### config.mk
export PLATFORM = sky130hd
export DESIGN_NAME = mem_dump_reader_flat
export DESIGN_NICKNAME = d
export VERILOG_FILES = /design/src/rtl/mem_dump_reader_if.sv /design/src/rtl/mem_dump_reader.sv /design/src/flat_wrapper.sv
export SDC_FILE = /design/constraint.sdc
export NUM_CORES = 1
export LEC_CHECK = 0
export CAP_MARGIN = 20
export CORE_ASPECT_RATIO = 0.7
export CORE_MARGIN = 4
export CORE_UTILIZATION = 50
export DETAILED_ROUTE_END_ITERATION = 10
export HOLD_SLACK_MARGIN = 0.15
export PLACE_DENSITY = 0.8
export SLEW_MARGIN = 20
export SYNTH_ARGS = -nofsm -noshare
export SYNTH_HDL_FRONTEND = slang
export SYNTH_SLANG_ARGS = --single-unit
### constraint.sdc
create_clock -name clock -period 2.1 [get_ports clock]
set_input_delay 0.42 -clock clock [delete_from_list [all_inputs] [get_ports clock]]
set_output_delay 0.42 -clock clock [all_outputs]
set_load 0.01 [all_outputs]
### src/rtl/mem_dump_reader_if.sv
// rtl/mem_dump_reader_if.sv - memory read port and byte stream bundle for the dump reader
interface mem_dump_reader_if #(
  parameter int ADDR_WIDTH = 10
);
  logic [ADDR_WIDTH-1:0] mem_address;
  logic                  mem_select;
  logic [31:0]           mem_data;
  logic [7:0]            tx_data;
  logic                  tx_valid;
  logic                  tx_ready;

  modport master (
    output mem_address, mem_select, tx_data, tx_valid,
    input  mem_data, tx_ready
  );

  modport slave (
    input  mem_address, mem_select, tx_data, tx_valid,
    output mem_data, tx_ready
  );
endinterface

### src/rtl/mem_dump_reader.sv
// rtl/mem_dump_reader.sv - halted-core data memory read-out, streamed as bytes MSB first
module mem_dump_reader #(
  parameter int READ_LATENCY = 1,
  parameter int ADDR_WIDTH   = 10
) (
  input  logic                  clock,
  input  logic                  reset_n,
  input  logic                  start,
  input  logic [ADDR_WIDTH-1:0] start_address,
  input  logic [ADDR_WIDTH:0]   word_count,
  output logic                  busy,
  output logic                  done,
  mem_dump_reader_if.master     bus
);

  typedef enum logic [2:0] {IDLE, ADDR, WAIT, LOAD, SEND, DONE} state_t;

  localparam logic [1:0] LAT_LAST = (READ_LATENCY >= 2) ? 2'(READ_LATENCY - 2) : 2'd0;
  localparam logic [ADDR_WIDTH:0]   CNT_ONE  = {{ADDR_WIDTH{1'b0}}, 1'b1};
  localparam logic [ADDR_WIDTH-1:0] ADDR_ONE = {{(ADDR_WIDTH-1){1'b0}}, 1'b1};

  state_t                state;
  logic [ADDR_WIDTH-1:0] addr_q;
  logic [ADDR_WIDTH:0]   remaining_q;
  logic [31:0]           shift_q;
  logic [1:0]            byte_idx;
  logic [1:0]            lat_q;
  logic                  tx_valid_q;
  logic                  busy_q;
  logic                  done_q;

  always_ff @(posedge clock) begin
    if (!reset_n) begin
      state       <= IDLE;
      addr_q      <= '0;
      remaining_q <= '0;
      shift_q     <= '0;
      byte_idx    <= '0;
      lat_q       <= '0;
      tx_valid_q  <= 1'b0;
      busy_q      <= 1'b0;
      done_q      <= 1'b0;
    end else begin
      done_q <= 1'b0;
      case (state)
        IDLE: begin
          if (start) begin
            addr_q      <= start_address;
            remaining_q <= word_count;
            busy_q      <= 1'b1;
            if (word_count == '0) begin
              state  <= DONE;
              done_q <= 1'b1;
            end else begin
              state <= ADDR;
            end
          end
        end
        ADDR: begin
          lat_q <= '0;
          state <= (READ_LATENCY > 1) ? WAIT : LOAD;
        end
        WAIT: begin
          if (lat_q == LAT_LAST) state <= LOAD;
          else                   lat_q <= lat_q + 2'd1;
        end
        LOAD: begin
          shift_q    <= bus.mem_data;
          byte_idx   <= '0;
          tx_valid_q <= 1'b1;
          state      <= SEND;
        end
        SEND: begin
          // Output only advances on a handshake, so a stalled byte stays stable.
          if (bus.tx_ready) begin
            shift_q  <= {shift_q[23:0], 8'h00};
            byte_idx <= byte_idx + 2'd1;
            if (byte_idx == 2'd3) begin
              tx_valid_q  <= 1'b0;
              remaining_q <= remaining_q - CNT_ONE;
              addr_q      <= addr_q + ADDR_ONE;
              if (remaining_q > CNT_ONE) begin
                state <= ADDR;
              end else begin
                state  <= DONE;
                done_q <= 1'b1;
              end
            end
          end
        end
        DONE: begin
          busy_q <= 1'b0;
          state  <= IDLE;
        end
        default: state <= IDLE;
      endcase
    end
  end

  assign bus.mem_address = addr_q;
  assign bus.mem_select  = busy_q;
  assign bus.tx_data     = shift_q[31:24];
  assign bus.tx_valid    = tx_valid_q;
  assign busy            = busy_q;
  assign done            = done_q;

endmodule

### src/flat_wrapper.sv
// flat-port wrapper written by rule: the top's interface ports become plain ports
module mem_dump_reader_flat 
#(
  parameter int READ_LATENCY = 1,
  parameter int ADDR_WIDTH   = 10
)
  (clock, reset_n, start, start_address, word_count, busy, done, bus_mem_address, bus_mem_select, bus_tx_data, bus_tx_valid, bus_mem_data, bus_tx_ready);
  mem_dump_reader_if #(.ADDR_WIDTH(ADDR_WIDTH)) bus_i ();
  input  logic clock;
  input  logic reset_n;
  input  logic start;
  input  logic [ADDR_WIDTH-1:0] start_address;
  input  logic [ADDR_WIDTH:0] word_count;
  output logic busy;
  output logic done;
  output wire logic [$bits(bus_i.mem_address)-1:0] bus_mem_address;
  output wire logic [$bits(bus_i.mem_select)-1:0] bus_mem_select;
  output wire logic [$bits(bus_i.tx_data)-1:0] bus_tx_data;
  output wire logic [$bits(bus_i.tx_valid)-1:0] bus_tx_valid;
  input wire logic [$bits(bus_i.mem_data)-1:0] bus_mem_data;
  input wire logic [$bits(bus_i.tx_ready)-1:0] bus_tx_ready;
  assign bus_mem_address = bus_i.mem_address;
  assign bus_mem_select = bus_i.mem_select;
  assign bus_tx_data = bus_i.tx_data;
  assign bus_tx_valid = bus_i.tx_valid;
  assign bus_i.mem_data = bus_mem_data;
  assign bus_i.tx_ready = bus_tx_ready;
  mem_dump_reader #(.READ_LATENCY(READ_LATENCY), .ADDR_WIDTH(ADDR_WIDTH)) u_core (.clock(clock), .reset_n(reset_n), .start(start), .start_address(start_address), .word_count(word_count), .busy(busy), .done(done), .bus(bus_i));
endmodule
# [Yosys cells after proc, flatten, opt, wreduce, memory -nomap -nowiden]
# Index checks and enable logic that the tools add are counted.
[word_totals] reg_bits=63 in_bits=57 output_inout_bits=22 word_cells=70
[op_classes] add_sub_neg=4 magnitude_cmp=1 n_eq_ne=11 mux=32 n_reduce_logical=13
[ops] cell="case mux 32 bit (2 select lines)" count=1
[ops] cell="two-way mux 11 bit" count=3
[ops] cell="two-way mux 32 bit" count=1
[ops] cell="two-way mux 10 bit" count=3
[ops] cell="case mux 11 bit (2 select lines)" count=1
[ops] cell="case mux 10 bit (2 select lines)" count=1
[ops] cell="two-way mux 3 bit" count=6
[ops] cell="case mux 3 bit (5 select lines)" count=1
[ops] cell="> comparator 11 x 1 -> 1 bit (second input constant)" count=1
[ops] cell="zero test 11 bit" count=1
[ops] cell="subtractor 11 x 1 -> 11 bit (second input constant)" count=1
[ops] cell="adder 10 x 1 -> 10 bit (second input constant)" count=1
[ops] cell="two-way mux 1 bit" count=8
[ops] cell="case mux 2 bit (2 select lines)" count=2
[ops] cell="AND reduction 4 bit" count=2
[ops] cell="nonzero test 2 bit" count=4
[ops] cell="== test 3 x 2 -> 1 bit (second input constant)" count=2
[ops] cell="== test 3 bit (second input constant)" count=2
[ops] cell="inequality test 2 bit (second input constant)" count=3
[ops] cell="case mux 1 bit (2 select lines)" count=3
[ops] cell="AND reduction 2 bit" count=3
[ops] cell="adder 2 x 1 -> 2 bit (second input constant)" count=2
[ops] cell="two-way mux 2 bit" count=2
[ops] cell="inequality test 2 x 1 -> 1 bit (second input constant)" count=2
[ops] cell="5 further kinds" count=5

# [Depth between registers and ports, before layout]
# Gate-level depths: netlist (run 1).
[logic_depth] depth_word=5 depth_mapped=8 mapped_depth_nobuf=6

# [Worst setup path before layout (run 1)]
# Ideal clock, no wire load.
[synth_path] path_kind="register to register" start="register u_core.remaining_q[4]" end="register u_core.state[2]" setup_ns=0.074 t_arrival_ns=1.908 required_time_ns=2.026 path_slack_ns=0.118 path_stages_with_launch=5 synth_period_minus_slack_ns=1.982 cell_sequence="dfxtp_1 -> or4_4 -> or4_1 -> or4_1 -> a31oi_1"
[synth_between] elab_chain_cells=5
[synth_rtl] item="from (decl)" line="mem_dump_reader.sv:24" source="logic [ADDR_WIDTH:0] remaining_q;"
[synth_rtl] item="from (signal assigned)" line="mem_dump_reader.sv:49" source="remaining_q <= word_count;"
[synth_rtl] item="from (signal assigned)" line="mem_dump_reader.sv:80" source="remaining_q <= remaining_q - CNT_ONE;"
[synth_rtl] item="> comparator 11 x 1 -> 1 bit" line="mem_dump_reader.sv:82" source="if (remaining_q > CNT_ONE) begin"
[synth_rtl] item="two-way mux 3 bit" line="mem_dump_reader.sv:82"
[synth_rtl] item="two-way mux 3 bit" line="mem_dump_reader.sv:78" source="if (byte_idx == 2'd3) begin"
[synth_rtl] item="two-way mux 3 bit" line="mem_dump_reader.sv:75" source="if (bus.tx_ready) begin"
[synth_rtl] item="case mux 3 bit (5 select lines)" line="mem_dump_reader.sv:45" source="case (state)"
[synth_rtl] item="to (signal assigned)" line="mem_dump_reader.sv:61" source="state <= (READ_LATENCY > 1) ? WAIT : LOAD;"
[synth_rtl] item="to (decl)" line="mem_dump_reader.sv:22" source="state_t state;"
# Every way passes these cells. The select of a mux whose other input is x is not followed.
# A chain may end at the register's enable or synchronous reset.

# [Worst setup path after layout (run 1)]
[layout_path] start="register u_core.remaining_q[0]" end="register u_core.remaining_q[10]"
[layout_between] elab_chain_cells=4
[layout_rtl] item="subtractor 11 x 1 -> 11 bit" line="mem_dump_reader.sv:80"
[layout_rtl] item="two-way mux 11 bit" line="mem_dump_reader.sv:78"
[layout_rtl] item="two-way mux 11 bit" line="mem_dump_reader.sv:75"
[layout_rtl] item="case mux 11 bit (2 select lines)" line="mem_dump_reader.sv:45"
# Every way passes these cells. The select of a mux whose other input is x is not followed.

==> flow_summary_export.csv, run 1 <==
group,metric,value,unit
status,status,"finished, final reports clean",
timing,grt_setup_unrepaired,"false",
cts,insertion_delay,0.35,ns
final_layout,syn2layout_area_growth,33.4,%
grt,grt_pass1_wl,15.0,mm
critical_path,cp_cell_sequence,"inv_1 > ha_1 > or3b_2 > o21a_1 > o311a_1 > a31o_2",
cts,ctsHoldBuffers,0,
detailed_routing,vias_per_cell,5.92,
placement,gp_congestion,0.907,
synth,yosysMostFrequentCell,"nand2_1",
critical_path,r2r-end,"u_core.remaining_q[10]",
die,core-area,0.00631,sq mm
synth,ys_seq_area_share,38.3,%
critical_path,slowest_delay,0.53,ns
critical_path,critPathBufInv,1,
cts,ctsResizeCount,0,
final_layout,nets,539,
power_and_ir_drop,p_total,3.51,mW
cts,clk_pin_slew,0.08,ns
synth,synth-edff-count,0,
critical_path,crit_type,"register to register",
min_path,hold_path_class,"register to register",
detailed_routing,routedWlPerCell,16.3,microns
grt,grt_usage,22.8,%
die,fp.dieH,75.9,microns
final_layout,nFillCells,507,
synth,synthDominantCellAreaShare,38.3,%
grt,antenna_found_initial,0,
detailed_routing,drtIter0Drc,254,
critical_path,cp.arrival,2.25,ns
cts,numClockSinks,63,
grt,grt_start_max_net_pins,60,
synth,synth_fp_nets,473,
critical_path,crit_family,"compound AO/OA/AOI/OAI gates",
cts,cts_setup_buffers,0,
detailed_routing,routed-via-count,3317,
timing,worst_pin_slew,0.509,ns
synth,synth_top_area_cell,"dfxtp_1",
timing,slew_violations,0,
critical_path,reg2reg_from,"u_core.remaining_q[0]",
cts,clk_path_buf_depth,2,
critical_path,r2r_slack,0.09,ns
power_and_ir_drop,p_leak,1.96,nW
cts,cts_tree,"yes",
final_layout,drive_gt1_share,9.75,%
synth,syn_area,0.00330,sq mm
critical_path,critPathLaunch,"u_core.remaining_q[0]",
min_path,hp-start,"u_core.byte_idx[1]",
power_and_ir_drop,power_density,798,mW/mm^2
power_and_ir_drop,peakVddDrop,0.000436,V
synth,syn_inst,411,
critical_path,cp-start-kind,"register",
critical_path,endpoint,"u_core.remaining_q[10]",
cts,htree_levels,3,
timing,period_needed,2.01,ns
critical_path,reg2reg_depth,6,
critical_path,worstSetupEndpointType,"register",
critical_path,critPathSlowestCell,"or3b_2",
synth,netlist_top_cells_area,"dfxtp_1 (38%), o211a_1 (8.5%), nand2_1 (7.7%)",
cts,root_buffer,"clkbuf_8",
detailed_routing,antenna_left,0,
synth,synth_cell_type_count,51,
run,cap_violations,0,
placement,port_buffers,78,
synth,synthFlopType,"dfxtp_1",
synth,synthArstFlopShare,0,%
timing,skew,0.00840,ns
timing,setup_viol,0,
critical_path,critPathMaxFanout,6,
synth,ys_ff_latch,63,
min_path,min_path_cells,2,
timing,slew_headroom,65.9,%
detailed_routing,drtPass1Iterations,4,
grt,grt.overflow.total,0,
synth,synth_commonest_cells,"nand2_1 (68), dfxtp_1 (63), nand3_1 (34)",
cts,numCtsBuffers,9,
critical_path,cp.required,2.35,ns
die,dieArea,0.00797,sq mm
die,num_io_pins,79,
timing,fmax,499,MHz
timing,fin_tns_setup,0,ns
detailed_routing,drc,0,
critical_path,path_depth,6,
die,die_width,105,microns
synth,syn_area_per_cell,8.02,sq um
die,start_util,52.3,%
placement,dp_hpwl,6.22,mm
timing,hold_viol_final,0,
timing,post-route-period-util,95.5,%
final_layout,diodes,0,
synth,ys_warn_count,0,
die,rows,24,
detailed_routing,wl,9.13,mm
grt,grt_pass1_vias,3167,
-- report_power, final --
group          switching [mW]  internal, mW  leakage, nW
Sequential              0.119          1.32        0.514
Combinational           0.397         0.453         1.33
Clock                   0.513         0.706        0.113
Total                    1.03          2.48         1.96
-- metal layers --
| layer | track usage (%) | vias to the layer above | wire, microns |
|---|---|---|---|
| li1 | - | 1610 | - |
| met1 | 31.0 | 1592 | 4220 |
| met2 | 35.7 | 111 | 4170 |
| met3 | 7.56 | 4 | 703 |
| met4 | 4.19 | 0 | 37 |
| met5 | 0 | - | 0 |
-- cells in the final DEF, fill, tap and decap left out, types with 3 or more instances in the layout --
master and n:
dfxtp_1 62, nor2_1 17, clkinv_4 3, nor3_1 5
nand4_1 4, and3_1 4, and2_0 3, nor2b_1 10
nand2_1 68, buf_12 3, inv_1 8, nor4_1 6
o31a_1 3, and2_1 4, buf_4 16, o211ai_1 4
o211a_1 28, clkbuf_8 10, nand3_1 34, a21boi_0 7
o21ai_0 16, a21oi_1 20, o22ai_1 5, a22oi_1 8
o21a_1 7, clkdlybuf4s50_1 77, a31oi_1 4, ha_1 5
-- state kept, by name, summed over array words and instances (netlist names) --
register	count
u_core.byte_idx	2
u_core.lat_q	2
u_core.done	1
u_core.shift_q	32
u_core.remaining_q	11
u_core.bus.tx_valid	1
u_core.state	3
u_core.bus.mem_address	10
u_core.bus.mem_select	1
-- tightest hold or removal path: stages (launching register included) --
cell and delay [ns]:
dfxtp_1 0.32, nand2_1 0.05, a21boi_0 0.07
-- cell families after synthesis --
family / share of synthesized area [%]
and+or+nand+nor: 26.3
AOI/OAI and AO/OA: 26.2
DFF: 38.3
buffers and inverters: 6.76
adders and majority gates: 1.90
xor gates and xnor gates: 0.266
muxes: 0.304
-- worst min-delay path by stage --
stage	endpoint	slack (ns)
after floorplan	u_core.byte_idx[1]	0.44
after CTS	u_core.remaining_q[4]	0.48
after global placement	u_core.byte_idx[1]	0.45
final	u_core.byte_idx[1]	0.48
after global routing	u_core.remaining_q[4]	0.50
after detailed placement	u_core.byte_idx[1]	0.48
-- cell type report --
type,count,area [sq um],area share [%]
timing repair buffer,97,956,21.7
clock inverter,6,93.8,2.13
tap,78,97.6,2.22
sequential,63,1260,28.7
clock buffer,10,138,3.13
multi-input combinational,298,1820,41.4
inverter,8,30.0,0.683
-- through the flow --
step           instance area, sq um  std cells  hold WS, ns  setup WS (ns)  utilization [%]
6_report                       4400        560        0.484         0.0945             69.7
5_1_grt                        4400        560        0.503         0.0221             69.7
4_1_cts                        4390        560        0.483         0.0632             69.7
3_5_place_dp                   4160        544        0.476         0.0760             66.0
3_3_place_gp                   4160        544        0.455         0.0942             66.0
2_1_floorplan                  3300        411        0.445          0.118                -
No activity file was read; power rests on OpenSTA's default activity.
==> run 2: changes to the inputs <==
- SETUP_SLACK_MARGIN: unset -> 0.1
- clock period: 2.1 -> 2.2 ns (I/O delays scaled with it)
==> run 2 against run 1 <==
Net effect: wire length shrank 2.7%; sequential share of layout area rose by 0.12 points; critical endpoint is now u_core.state[2]; count of clock-buffer cells in the layout is 1 lower; sequential power is 5% lower; largest cell class unchanged; critical path depth fell by 2; worst hold slack better by 0.0039 ns; maximum frequency shrank 1.0%; cell count rose by 0.18%; sequential cell count did not move.
==> flow_summary_export.csv, run 2 (synthesis gave the netlist of run 1 again) <==
group,metric,value,unit
final_layout,diodes,0,
final_layout,layout.cells.non_filler,561,
power_and_ir_drop,power_density,757,mW/mm^2
die,start_util,52.3,%
grt,grt_pass1_vias,3193,
grt,grt_pass1_wl,14.9,mm
critical_path,worstSetupEndpointType,"register",
critical_path,crit_family,"simple AND/OR/NAND/NOR gates",
critical_path,cp_cell_sequence,"or4_4 > or4_4 > or4_1 > a31oi_1",
critical_path,slowest_delay,0.57,ns
detailed_routing,drtPass1Iterations,5,
die,die_width,105,microns
critical_path,cp.arrival,2.29,ns
final_layout,nets,540,
detailed_routing,wl_met1,4.12,mm
detailed_routing,routedWlPerCell,15.8,microns
status,status,"finished, final reports clean",
cts,root_buffer,"clkbuf_8",
final_layout,drive_gt1_share,9.94,%
grt,grt.overflow.total,0,
run,cap_violations,0,
placement,dp.cells,545,
power_and_ir_drop,peakVddDrop,0.000361,V
timing,slew_violations,0,
cts,htree_levels,3,
grt,grt_start_max_net_pins,50,
timing,hold_viol_final,0,
final_layout,layout_common_cells,"clkdlybuf4s50_1 (77), nand2_1 (68), dfxtp_1 (62)",
cts,clk_path_buf_depth,2,
final_layout,largest_register,"u_core.shift_q",
detailed_routing,wl,8.88,mm
critical_path,critPathBufInv,0,
cts,numCtsBuffers,9,
timing,grt_setup_unrepaired,"false",
placement,gp_congestion,0.895,
final_layout,syn2layout_area_growth,32.9,%
detailed_routing,drtIter0Drc,194,
critical_path,cp-start-kind,"register",
min_path,hp-start,"u_core.byte_idx[0]",
detailed_routing,vias_per_cell,5.89,
critical_path,critPathLaunch,"u_core.remaining_q[4]",
placement,dp_hpwl,6.20,mm
cts,clk_pin_slew,0.07,ns
cts,insertion_delay,0.34,ns
die,num_io_pins,79,
critical_path,critPathSlowestCell,"or4_4",
placement,port_buffers,78,
final_layout,largest_reg_flops,32,
die,rows,24,
critical_path,crit_type,"register to register",
timing,worst_slack,0.174,ns
power_and_ir_drop,p_leak,1.95,nW
grt,grt_usage,22.3,%
detailed_routing,wl_met2,3.89,mm
cts,cts_tree,"yes",
final_layout,nFillCells,524,
critical_path,crit_path_frequent_cell,"or4_4",
final_layout,seqCellArea,0.00126,sq mm
timing,skew,0.00645,ns
timing,period_needed,2.03,ns
detailed_routing,routed-via-count,3303,
timing,post-route-period-util,92.1,%
critical_path,r2r_slack,0.17,ns
die,core-area,0.00631,sq mm
min_path,hold_path_class,"register to register",
die,fp.dieH,75.9,microns
detailed_routing,antenna_left,0,
critical_path,cp.required,2.47,ns
critical_path,critPathMaxFanout,7,
critical_path,reg2reg_from,"u_core.remaining_q[4]",
cts,ctsHoldBuffers,0,
timing,setup_viol,0,
cts,numClockSinks,63,
detailed_routing,met3_length,804,microns
placement,dp_slack,0.141,ns
timing,worst_pin_slew,0.793,ns
timing,fin_tns_setup,0,ns
detailed_routing,drc,0,
die,dieArea,0.00797,sq mm
grt,antenna_found_initial,0,
final_layout,multiInputGateArea,0.00183,sq mm
timing,slew_headroom,47.1,%
detailed_routing,highest_layer,"met4",
timing,fmax,494,MHz
final_layout,layout_commonest_cell,"clkdlybuf4s50_1",
[run 2: worst paths after layout]
check / endpoint / cells past startpoint
worst max-delay path: u_core.state[2] / 4
worst min-delay path: u_core.byte_idx[0] / 2
worst max register to register: u_core.state[2] / 4
worst min register to register: u_core.byte_idx[0] / 2
[run 2: area by class of cell]
type	instances	share of cell area, %
Timing Repair Buffer	98	21.4
Clock inverter	7	2.23
Tap cell	78	2.23
Clock buffer	9	2.83
Inverter	8	0.686
Sequential cell	63	28.8
Multi-Input combinational cell	298	41.8
[run 2: per-stage QoR]
stage	util (%)	total power, mW	hold slack, ns	instance area (sq um)
2_1_floorplan	-	1.85	0.445	3300
3_3_place_gp	65.7	2.17	0.455	4140
3_5_place_dp	65.7	2.19	0.484	4140
4_1_cts	69.2	3.31	0.492	4370
5_1_grt	69.4	3.47	0.507	4380
6_report	69.4	3.31	0.487	4380
[run 2: power breakdown]
part           internal (mW)  switching [mW]
registers               1.26           0.106
clock network          0.639           0.479
logic                  0.435           0.391
[run 2: timing repair]
action,CTS,global route
endpoints found under the setup margin,0,2
gates resized for setup,0,4
setup buffers,0,0
[run 2: worst register-to-register path, stage by stage, from the launching register on]
cell,delay (ns)
dfxtp_2,0.35
or4_4,0.57
or4_4,0.43
or4_1,0.47
a31oi_1,0.13
[run 2: metal layers]
layer  up-vias  global-route usage (%)
met3        11                    6.96
met1      1511                    30.5
met5         -                       0
li1       1616                       -
met2       165                    34.4
met4         0                    5.11
